[src/rtl/cellrv32_package.sv]
// Shared FPU constants: fclass bit indices, exception flag indices and
// rounding-mode encodings used by the float-to-int conversion sequencer.
package cellrv32_package;

  // fclass one-hot bit positions
  localparam int unsigned fp_class_neg_inf_c    = 0;
  localparam int unsigned fp_class_neg_norm_c   = 1;
  localparam int unsigned fp_class_neg_denorm_c = 2;
  localparam int unsigned fp_class_neg_zero_c   = 3;
  localparam int unsigned fp_class_pos_zero_c   = 4;
  localparam int unsigned fp_class_pos_denorm_c = 5;
  localparam int unsigned fp_class_pos_norm_c   = 6;
  localparam int unsigned fp_class_pos_inf_c    = 7;
  localparam int unsigned fp_class_snan_c       = 8;
  localparam int unsigned fp_class_qnan_c       = 9;
  localparam int unsigned fp_class_width_c      = 10;

  // accrued exception flag positions (fflags)
  localparam int unsigned fp_exc_nx_c    = 0;
  localparam int unsigned fp_exc_uf_c    = 1;
  localparam int unsigned fp_exc_of_c    = 2;
  localparam int unsigned fp_exc_dz_c    = 3;
  localparam int unsigned fp_exc_nv_c    = 4;
  localparam int unsigned fp_exc_width_c = 5;

  // rounding modes
  localparam logic [2:0] rm_rne_c = 3'b000;
  localparam logic [2:0] rm_rtz_c = 3'b001;
  localparam logic [2:0] rm_rdn_c = 3'b010;
  localparam logic [2:0] rm_rup_c = 3'b011;
  localparam logic [2:0] rm_rmm_c = 3'b100;
  localparam logic [2:0] rm_dyn_c = 3'b111;

  typedef logic [fp_class_width_c-1:0] fp_class_t;
  typedef logic [fp_exc_width_c-1:0]   fp_flags_t;

endpackage

[src/rtl/cellrv32_cpu_cp_fpu32_classify.sv]
// Combinational single-precision classifier producing the one-hot fclass code.
// Ports: operand (IEEE-754 single), fclass (one-hot class, 10 bits).
module cellrv32_cpu_cp_fpu32_classify
  import cellrv32_package::*;
(
  input  logic [31:0] operand,
  output fp_class_t   fclass
);

  logic       sign;
  logic       exp_max;
  logic       exp_zero;
  logic       mant_zero;

  assign sign      = operand[31];
  assign exp_max   = &operand[30:23];
  assign exp_zero  = ~|operand[30:23];
  assign mant_zero = ~|operand[22:0];

  // Exactly one class bit is set for every input pattern
  always_comb begin
    fclass = '0;
    if (exp_max && !mant_zero) begin
      if (operand[22]) fclass[fp_class_qnan_c] = 1'b1;
      else             fclass[fp_class_snan_c] = 1'b1;
    end else if (exp_max) begin
      if (sign) fclass[fp_class_neg_inf_c] = 1'b1;
      else      fclass[fp_class_pos_inf_c] = 1'b1;
    end else if (exp_zero && mant_zero) begin
      if (sign) fclass[fp_class_neg_zero_c] = 1'b1;
      else      fclass[fp_class_pos_zero_c] = 1'b1;
    end else if (exp_zero) begin
      if (sign) fclass[fp_class_neg_denorm_c] = 1'b1;
      else      fclass[fp_class_pos_denorm_c] = 1'b1;
    end else begin
      if (sign) fclass[fp_class_neg_norm_c] = 1'b1;
      else      fclass[fp_class_pos_norm_c] = 1'b1;
    end
  end

endmodule

[src/rtl/cellrv32_cpu_cp_fpu32_cvt_seq.sv]
// Float-to-integer conversion sequencer: captures the operand, resolves the
// rounding mode, classifies the operand, launches the external converter and
// returns its result while accruing the fflags CSR.
// Ports: clk_i/rst_i (async active-high); start_i, rs1_i, rm_i, frm_i, funct_i,
// abort_i, fflags_we_i/fflags_wdata_i (CPU request side); cvt_* (converter
// handshake); busy_o, valid_o, illegal_o, result_o, fflags_o (CPU response).
module cellrv32_cpu_cp_fpu32_cvt_seq
  import cellrv32_package::*;
#(
  parameter int XLEN = 32
) (
  input  logic            clk_i,
  input  logic            rst_i,
  input  logic            start_i,
  input  logic [31:0]     rs1_i,
  input  logic [2:0]      rm_i,
  input  logic [2:0]      frm_i,
  input  logic            funct_i,
  input  logic            abort_i,
  input  logic            fflags_we_i,
  input  fp_flags_t       fflags_wdata_i,
  output logic            cvt_start_o,
  output logic [2:0]      cvt_rmode_o,
  output logic            cvt_funct_o,
  output logic            cvt_sign_o,
  output logic [7:0]      cvt_exponent_o,
  output logic [22:0]     cvt_mantissa_o,
  output fp_class_t       cvt_class_o,
  input  logic [XLEN-1:0] cvt_result_i,
  input  fp_flags_t       cvt_flags_i,
  input  logic            cvt_done_i,
  output logic            busy_o,
  output logic            valid_o,
  output logic            illegal_o,
  output logic [XLEN-1:0] result_o,
  output fp_flags_t       fflags_o
);

  localparam int unsigned CntW = 6;

  typedef enum logic [2:0] {
    S_IDLE, S_CLASSIFY, S_LAUNCH, S_WAIT, S_DRAIN, S_DONE
  } state_t;

  state_t          state;
  logic [31:0]     rs1_q;
  logic            funct_q;
  logic [2:0]      rm_q;
  logic [CntW-1:0] cnt_q;
  logic            timeout_q;
  fp_class_t       class_c;
  logic            flag_acc_c;

  cellrv32_cpu_cp_fpu32_classify u_classify (
    .operand (rs1_q),
    .fclass  (class_c)
  );

  // Converter flags accrue only for a live, non-aborted completion
  assign flag_acc_c = (state == S_WAIT) && cvt_done_i && !abort_i;

  // Sequencer FSM with registered outputs
  always_ff @(posedge clk_i or posedge rst_i) begin
    if (rst_i) begin
      state          <= S_IDLE;
      rs1_q          <= '0;
      funct_q        <= 1'b0;
      rm_q           <= '0;
      cnt_q          <= '0;
      timeout_q      <= 1'b0;
      cvt_start_o    <= 1'b0;
      cvt_rmode_o    <= '0;
      cvt_funct_o    <= 1'b0;
      cvt_sign_o     <= 1'b0;
      cvt_exponent_o <= '0;
      cvt_mantissa_o <= '0;
      cvt_class_o    <= '0;
      busy_o         <= 1'b0;
      valid_o        <= 1'b0;
      illegal_o      <= 1'b0;
      result_o       <= '0;
      fflags_o       <= '0;
    end else begin
      cvt_start_o <= 1'b0;
      valid_o     <= 1'b0;
      // CSR write and converter accrual may coincide; both contribute
      fflags_o    <= (fflags_we_i ? fflags_wdata_i : fflags_o) |
                     (flag_acc_c ? cvt_flags_i : fp_flags_t'(0));
      case (state)
        S_IDLE: begin
          if (start_i) begin
            rs1_q   <= rs1_i;
            funct_q <= funct_i;
            rm_q    <= (rm_i == rm_dyn_c) ? frm_i : rm_i;
            busy_o  <= 1'b1;
            state   <= S_CLASSIFY;
          end
        end
        S_CLASSIFY: begin
          if (abort_i) begin
            busy_o <= 1'b0;
            state  <= S_IDLE;
          end else if (rm_q > rm_rmm_c) begin
            valid_o   <= 1'b1;
            illegal_o <= 1'b1;
            result_o  <= '0;
            state     <= S_DONE;
          end else begin
            cvt_sign_o     <= rs1_q[31];
            cvt_exponent_o <= rs1_q[30:23];
            cvt_mantissa_o <= rs1_q[22:0];
            cvt_class_o    <= class_c;
            cvt_rmode_o    <= rm_q;
            cvt_funct_o    <= funct_q;
            cvt_start_o    <= 1'b1;
            state          <= S_LAUNCH;
          end
        end
        S_LAUNCH: begin
          if (abort_i) begin
            busy_o <= 1'b0;
            state  <= S_IDLE;
          end else begin
            cnt_q     <= '0;
            timeout_q <= 1'b0;
            state     <= S_WAIT;
          end
        end
        S_WAIT: begin
          if (abort_i) begin
            // A completion in the abort cycle already closes the operation
            if (cvt_done_i) begin
              busy_o <= 1'b0;
              state  <= S_IDLE;
            end else begin
              state  <= S_DRAIN;
            end
          end else if (cvt_done_i) begin
            result_o  <= cvt_result_i;
            illegal_o <= 1'b0;
            valid_o   <= 1'b1;
            state     <= S_DONE;
          end else if (&cnt_q) begin
            timeout_q <= 1'b1;
            state     <= S_DRAIN;
          end else begin
            cnt_q <= cnt_q + CntW'(1);
          end
        end
        S_DRAIN: begin
          // Converter output is discarded; a timed-out op still reports back
          if (cvt_done_i) begin
            if (timeout_q) begin
              valid_o   <= 1'b1;
              illegal_o <= 1'b1;
              result_o  <= '0;
              state     <= S_DONE;
            end else begin
              busy_o <= 1'b0;
              state  <= S_IDLE;
            end
          end
        end
        S_DONE: begin
          busy_o <= 1'b0;
          state  <= S_IDLE;
        end
        default: begin
          busy_o <= 1'b0;
          state  <= S_IDLE;
        end
      endcase
    end
  end

endmodule
[config.mk]
export PLATFORM = sky130hd
export DESIGN_NAME = cellrv32_cpu_cp_fpu32_cvt_seq
export DESIGN_NICKNAME = d
export VERILOG_FILES = /design/src/rtl/cellrv32_package.sv /design/src/rtl/cellrv32_cpu_cp_fpu32_classify.sv /design/src/rtl/cellrv32_cpu_cp_fpu32_cvt_seq.sv
export SDC_FILE = /design/constraint.sdc
export NUM_CORES = 1
export LEC_CHECK = 0
export BUFFER_PORTS_ARGS = -buffer_cell sky130_fd_sc_hd__buf_2
export CORE_MARGIN = 1.5
export CORE_UTILIZATION = 54
export DETAILED_ROUTE_END_ITERATION = 7
export GPL_ROUTABILITY_DRIVEN = 0
export PLACE_DENSITY = 0.88
export SYNTH_ARGS = -nofsm -noshare
export SYNTH_HDL_FRONTEND = slang
export SYNTH_SLANG_ARGS = --single-unit
[constraint.sdc]
create_clock -name clk_i -period 8.9 [get_ports clk_i]
set_clock_uncertainty 0.05 [all_clocks]
set_input_delay 0.89 -clock clk_i [delete_from_list [all_inputs] [get_ports clk_i]]
set_output_delay 0.89 -clock clk_i [all_outputs]
set_load 0.01 [all_outputs]
==> results of run 1 <==
==> area by class of cell <==
type / count / area (µm²)
Timing Repair Buffer: 177 / 896
Tap cell: 133 / 166
Inverter: 8 / 32.5
Clock inverter: 9 / 80.1
Clock buffer: 23 / 447
Sequential cell: 133 / 3330
Multi-Input combinational cell: 360 / 1860
Fill cell: 712 / 2880
==> tightest hold or removal path, cell delays in order, from the launching register on <==
cell	delay, ns
dfrtp_1	0.33
nand2_1	0.05
nand2_1	0.05
==> placed cells by master (no fill, tap or decap), types with 6 or more instances in the layout <==
cell	count
inv_1	6
o21ai_0	11
buf_2	173
dfrtp_1	133
a22o_1	37
nor2_1	11
clkbuf_16	16
a221o_1	7
nand2_1	224
nor4_1	8
nor3_1	7
==> layer usage <==
layer	vias up	global-route usage, %	part of all wire (%)
met2	198	43.1	51
met4	0	7.90	1.0
li1	2126	-	-
met5	-	0	0
met3	14	7.25	7.1
met1	2225	32.5	41
==> through the flow <==
step                instance area (µm²)  instances  util, %  setup slack (ns)
floorplan                          5360        532        -              4.41
global placement                   6280        811     64.9              5.91
detailed placement                 6280        811     64.9              5.88
CTS                                6810        843     70.3              6.20
global route                       6810        843     70.3              6.02
finish                             6810        843     70.3              6.21
==> registers in the layout (all words and copies together), names as in the netlist, 3 cells and up <==
name            cells
cnt_q               6
cvt_class_o        10
cvt_exponent_o      8
cvt_mantissa_o     23
cvt_rmode_o         3
fflags_o            5
result_o           32
rm_q                3
rs1_q              32
state               3
==> kinds of logic (layout without fill, tap and decap cells) <==
family | after synthesis | after routing | share of synthesized area (%)
xor+xnor | 2 | 2 | 0.327
compound gates | 81 | 81 | 12.2
fa+ha+maj | 1 | 1 | 0.234
buf+inv | 39 | 217 | 3.34
flops | 133 | 133 | 62.1
simple gates | 276 | 276 | 21.7
==> worst paths after layout <==
| path | cells past startpoint | to | start |
|---|---|---|---|
| setup / recovery | 5 | cvt_class_o[1]$_DFFE_PP0P_ | state[1]$_DFFE_PP0P_ |
| hold / removal | 2 | cvt_funct_o$_DFFE_PP0P_ | cvt_funct_o$_DFFE_PP0P_ |
| setup reg to reg | 5 | cvt_class_o[1]$_DFFE_PP0P_ | state[1]$_DFFE_PP0P_ |
| hold reg to reg | 2 | cvt_funct_o$_DFFE_PP0P_ | cvt_funct_o$_DFFE_PP0P_ |
| max in group asynchronous | 3 | cvt_rmode_o[0]$_DFFE_PP0P_ | rst_i |
| min in group asynchronous | 2 | cvt_mantissa_o[16]$_DFFE_PP0P_ | rst_i |
==> power by group through the flow <==
stage,combinational [µW],sequential (µW),clock [µW]
floorplan,382,1020,0
global placement,627,1000,0
detailed placement,657,1010,0
CTS,662,1010,629
global route,737,1040,658
finish,655,1010,625
==> results.toml, run 1 <==
[power_and_ir_drop]
p_int_uw = 1480
vdd_drop_max_uv = 205
p_clk_share_pct = 27.3
power_frac_comb_pct = 28.6
totalPowerFinal_uw = 2290
seq_power_share_pct = 44.2
p_leak_uw = 0.00376
netSwitchingFraction_pct = 35.6
p_per_area_nw_per_um2 = 337
power.switching_uw = 817

[detailed_routing]
via_per_inst = 5.41
drcViolationCount = 0
wl_um = 13100
ant_nets = 0
avgRoutedWirePerCell_um = 15.6
first_pass_iters = 5
dr.first_iter.drc_count = 179
via_count = 4563

[synthesis]
synthArstFlopShare_pct = 100
synth_top_area_share_pct = 62.1
syn_nets = 620
synth_common_cells = "224 x nand2_1, 133 x dfrtp_1, 37 x a22o_1"
yosys_warnings = 0
ys_ff_latch = 133
synth_most_common_cell = "nand2_1"
synth_edf_count = 0
synth-seq-area-share_pct = 62.1
avgSynthCellArea_um2 = 10.1
synth_area_um2 = 5360
synthDistinctLibCells = 46
synthCells = 532
synthTopCellsByArea = "dfrtp_1 62%, nand2_1 16%, a22o_1 6.1%"
yosys.area.top_type = "dfrtp_1"
synthFlopType = "dfrtp_1"

[floorplanning]
dieArea_um2 = 10500
core_area_um2 = 9680
die_w_um = 103
fp.dieH_um = 103
rows = 36
pin_count = 174
initial_core_util_pct = 55.3

[setup_path]
crit_buf_inv = 1
start_kind = "register"
crit_path_end_kind = "register"
slowest_delay_ns = 0.64
cp_top_family = "simple AND/OR/NAND/NOR gates"
crit_chain = "or4b_4, nand2b_4, inv_2, nand2_1, o21ai_0"
crit_type = "register to register"
cp_slowest_cell = "or4b_4"
crit_fanout = 54
required_ns = 9.29
crit_arrival_ns = 3.08
worst-r2r-setup-slack_ns = 6.21

[place]
io_buffers = 173
hpwl_um = 8920

[clocking]
clkTransAtPathRegs_ns = 0.06
root_buffer = "clkbuf_8"
post_cts.repair.setup_buffers = 0
cts_tree = "done"
cts.sinks = 133
htreeDepth = 4
clk_latency_ns = 0.52
clockBufferDepth = 2
numCtsBuffers = 17
post_cts_resized = 0
cts_hold_buf = 0

[global_route]
grt_pass1_vias = 4392
grt_usage_pct = 25.7
grt_pass1_wl_um = 20600
antenna_found_initial = 0
grt.overflow.total = 0
grt_max_degree = 84

[final_layout]
area_growth_pct = 27.1
final_nets = 785
num_antenna_cells = 0
drive_gt1_share_pct = 30.0

[timing]
finalMaxSlewViolations = 0
period_minus_slack_ns = 2.69
final-hold-violation-count = 0
rsz0062_at_grt = "false"
whs_ns = 0.417
max_clock_freq_mhz = 371
slew_headroom_pct = 18.2
tightest_slew_ns = 1.23
setup_tns_ns = 0
finalCritPeriodShare_pct = 30.3
setup_violations = 0

[worst_hold_path]
hold_path_class = "register to register"

[job]
maxCapViolCount = 0

[run_status]
outcome = "finished clean"
No activity file was read; power rests on OpenSTA's default activity.
==> run 2: changes to the inputs <==
CORE_UTILIZATION = 50   (was 54)
PLACE_DENSITY = 0.83   (was 0.88)
clock period = 2.6 ns   (was 8.9 ns; I/O delays follow)
==> results.toml, run 2 (synthesis gave the netlist of run 1 again) <==
[run_status]
outcome = "finished clean"

[timing]
tightest_slew_ns = 0.668
setup_tns_ns = 0
finalCritPeriodShare_pct = 94.3
slew_headroom_pct = 55.2
finalMaxSlewViolations = 0
fin_ws_ns = 0.148
max_clock_freq_mhz = 408
setup_violations = 0
final-hold-violation-count = 0
period_minus_slack_ns = 2.45
rsz0062_at_grt = "false"

[clocking]
cts_tree = "done"
clk_latency_ns = 0.50
clkTransAtPathRegs_ns = 0.06
clockBufferDepth = 2
htreeDepth = 4
cts.sinks = 133
root_buffer = "clkbuf_8"
post_cts.repair.setup_buffers = 0
numCtsBuffers = 17

[worst_hold_path]
hp-start = "rm_i[2]"
min_to = "rm_q[2]$_DFFE_PP0P_"
min_path_cells = 3
hold_path_class = "input pin to register"

[detailed_routing]
ant_nets = 0
drcViolationCount = 0
avgRoutedWirePerCell_um = 16.6
first_pass_iters = 5
via_count = 5004
wl_um = 15500
via_per_inst = 5.36
dr.first_iter.drc_count = 469

[floorplanning]
initial_core_util_pct = 51.6
dieArea_um2 = 11300
core_area_um2 = 10400
pin_count = 174
fp.dieH_um = 106
rows = 37
die_w_um = 106

[setup_path]
reg2reg_depth = 6
r2r_end = "fflags_o[3]$_DFF_PP0_"
crit_arrival_ns = 2.84
crit_type = "register to register"
required_ns = 2.99
crit_path_end_kind = "register"
crit_fanout = 38
timing.rr.start = "state[2]$_DFFE_PP0P_"
worst-r2r-setup-slack_ns = 0.15
start_kind = "register"

[global_route]
antenna_found_initial = 2
grt_usage_pct = 28.5
grt_pass1_wl_um = 24900
grt.overflow.total = 0
grt_max_degree = 71
grt_pass1_vias = 4972

[final_layout]
final_common_cell = "nand2_1"
drive_gt1_share_pct = 28.4
fin_area_um2 = 7750
layout.cells.non_filler = 934
fillerInstances = 661
final_nets = 872
largest_registers = "result_o (32), rs1_q (32), cvt_mantissa_o (23)"
layout_common_cells = "224 x nand2_1, 173 x buf_2, 132 x dfrtp_1, 80 x dlygate4sd3_1, 37 x a22o_1"
area_growth_pct = 44.7

[place]
placed_cell_area_um2 = 6380
io_buffers = 173
hpwl_um = 9110
dp.cells = 821
place_ws_ns = 0.405

[power_and_ir_drop]
p_leak_uw = 0.00415
p_per_area_nw_per_um2 = 1050
totalPowerFinal_uw = 8170
vdd_drop_max_uv = 512

[job]
maxCapViolCount = 0
==> run 2: cell types whose count changed in the layout (fill, tap and decap cells not counted), sizes merged <==
cell         before  now
inv               8   11
buf             177  184
diode             0    1
dlygate4sd3       0   80
clkbuf           23   19
clkinv            7    5
clkinvlp          1    4
==> run 2: repair_timing <==
item                                    4_1_cts  5_1_grt
hold buffers                                 80        0
endpoints found under the setup margin        0        4
endpoints found under the hold margin        93        0
gates resized for setup                       0        1
==> run 2: through the flow <==
stage / hold slack, ns / util [%]
finish: 0.0742 / 74.7
global route: 0.0906 / 74.7
CTS: 0.0517 / 74.7
detailed placement: 0.291 / 61.5
global placement: 0.282 / 61.5
floorplan: 0.315 / -
==> run 2: worst max path at each step <==
stage	startpoint	to	slack, ns	cells past startpoint
floorplan	rst_i	busy_o$_DFFE_PP0P_	0.64	1
global placement	state[0]$_DFFE_PP0P_	cvt_class_o[5]$_DFFE_PP0P_	0.53	4
detailed placement	state[0]$_DFFE_PP0P_	cvt_class_o[5]$_DFFE_PP0P_	0.41	4
CTS	state[0]$_DFFE_PP0P_	fflags_o[3]$_DFF_PP0_	0.19	5
global route	state[2]$_DFFE_PP0P_	fflags_o[3]$_DFF_PP0_	0.02	6
finish	state[2]$_DFFE_PP0P_	fflags_o[3]$_DFF_PP0_	0.15	6
==> run 2: routing by layer <==
metal	GRT usage (%)	vias to the layer above	share of wire (%)
met5	0	-	0
met2	47.7	269	49
li1	-	2300	-
met4	12.3	0	2.4
met3	7.54	35	7.8
met1	35.1	2400	41
==> run 2: power by group <==
part | internal (µW) | switching (µW) | total, µW
Clock | 1330 | 908 | 2240
Sequential | 2840 | 562 | 3400
Combinational | 1070 | 1460 | 2530
==> run 2: worst max-delay path: stages, from the launching register on <==
cell           delay (ns)
dfrtp_1              0.38
buf_4                0.18
nor4bb_1             0.37
and2_1               0.18
buf_4                0.37
a221o_1              0.27
dlygate4sd3_1        0.58
==> run 2: layout make-up <==
type / count / area, µm² / share of cell area [%]
clock inverter: 13 / 124 / 1.60
multi-input combinational: 360 / 1860 / 24.0
antenna: 1 / 2.50 / 0.0323
inverter: 8 / 33.8 / 0.436
clock buffer: 19 / 442 / 5.70
sequential: 133 / 3330 / 43.0
tap: 136 / 170 / 2.20
timing repair buffer: 264 / 1790 / 23.1
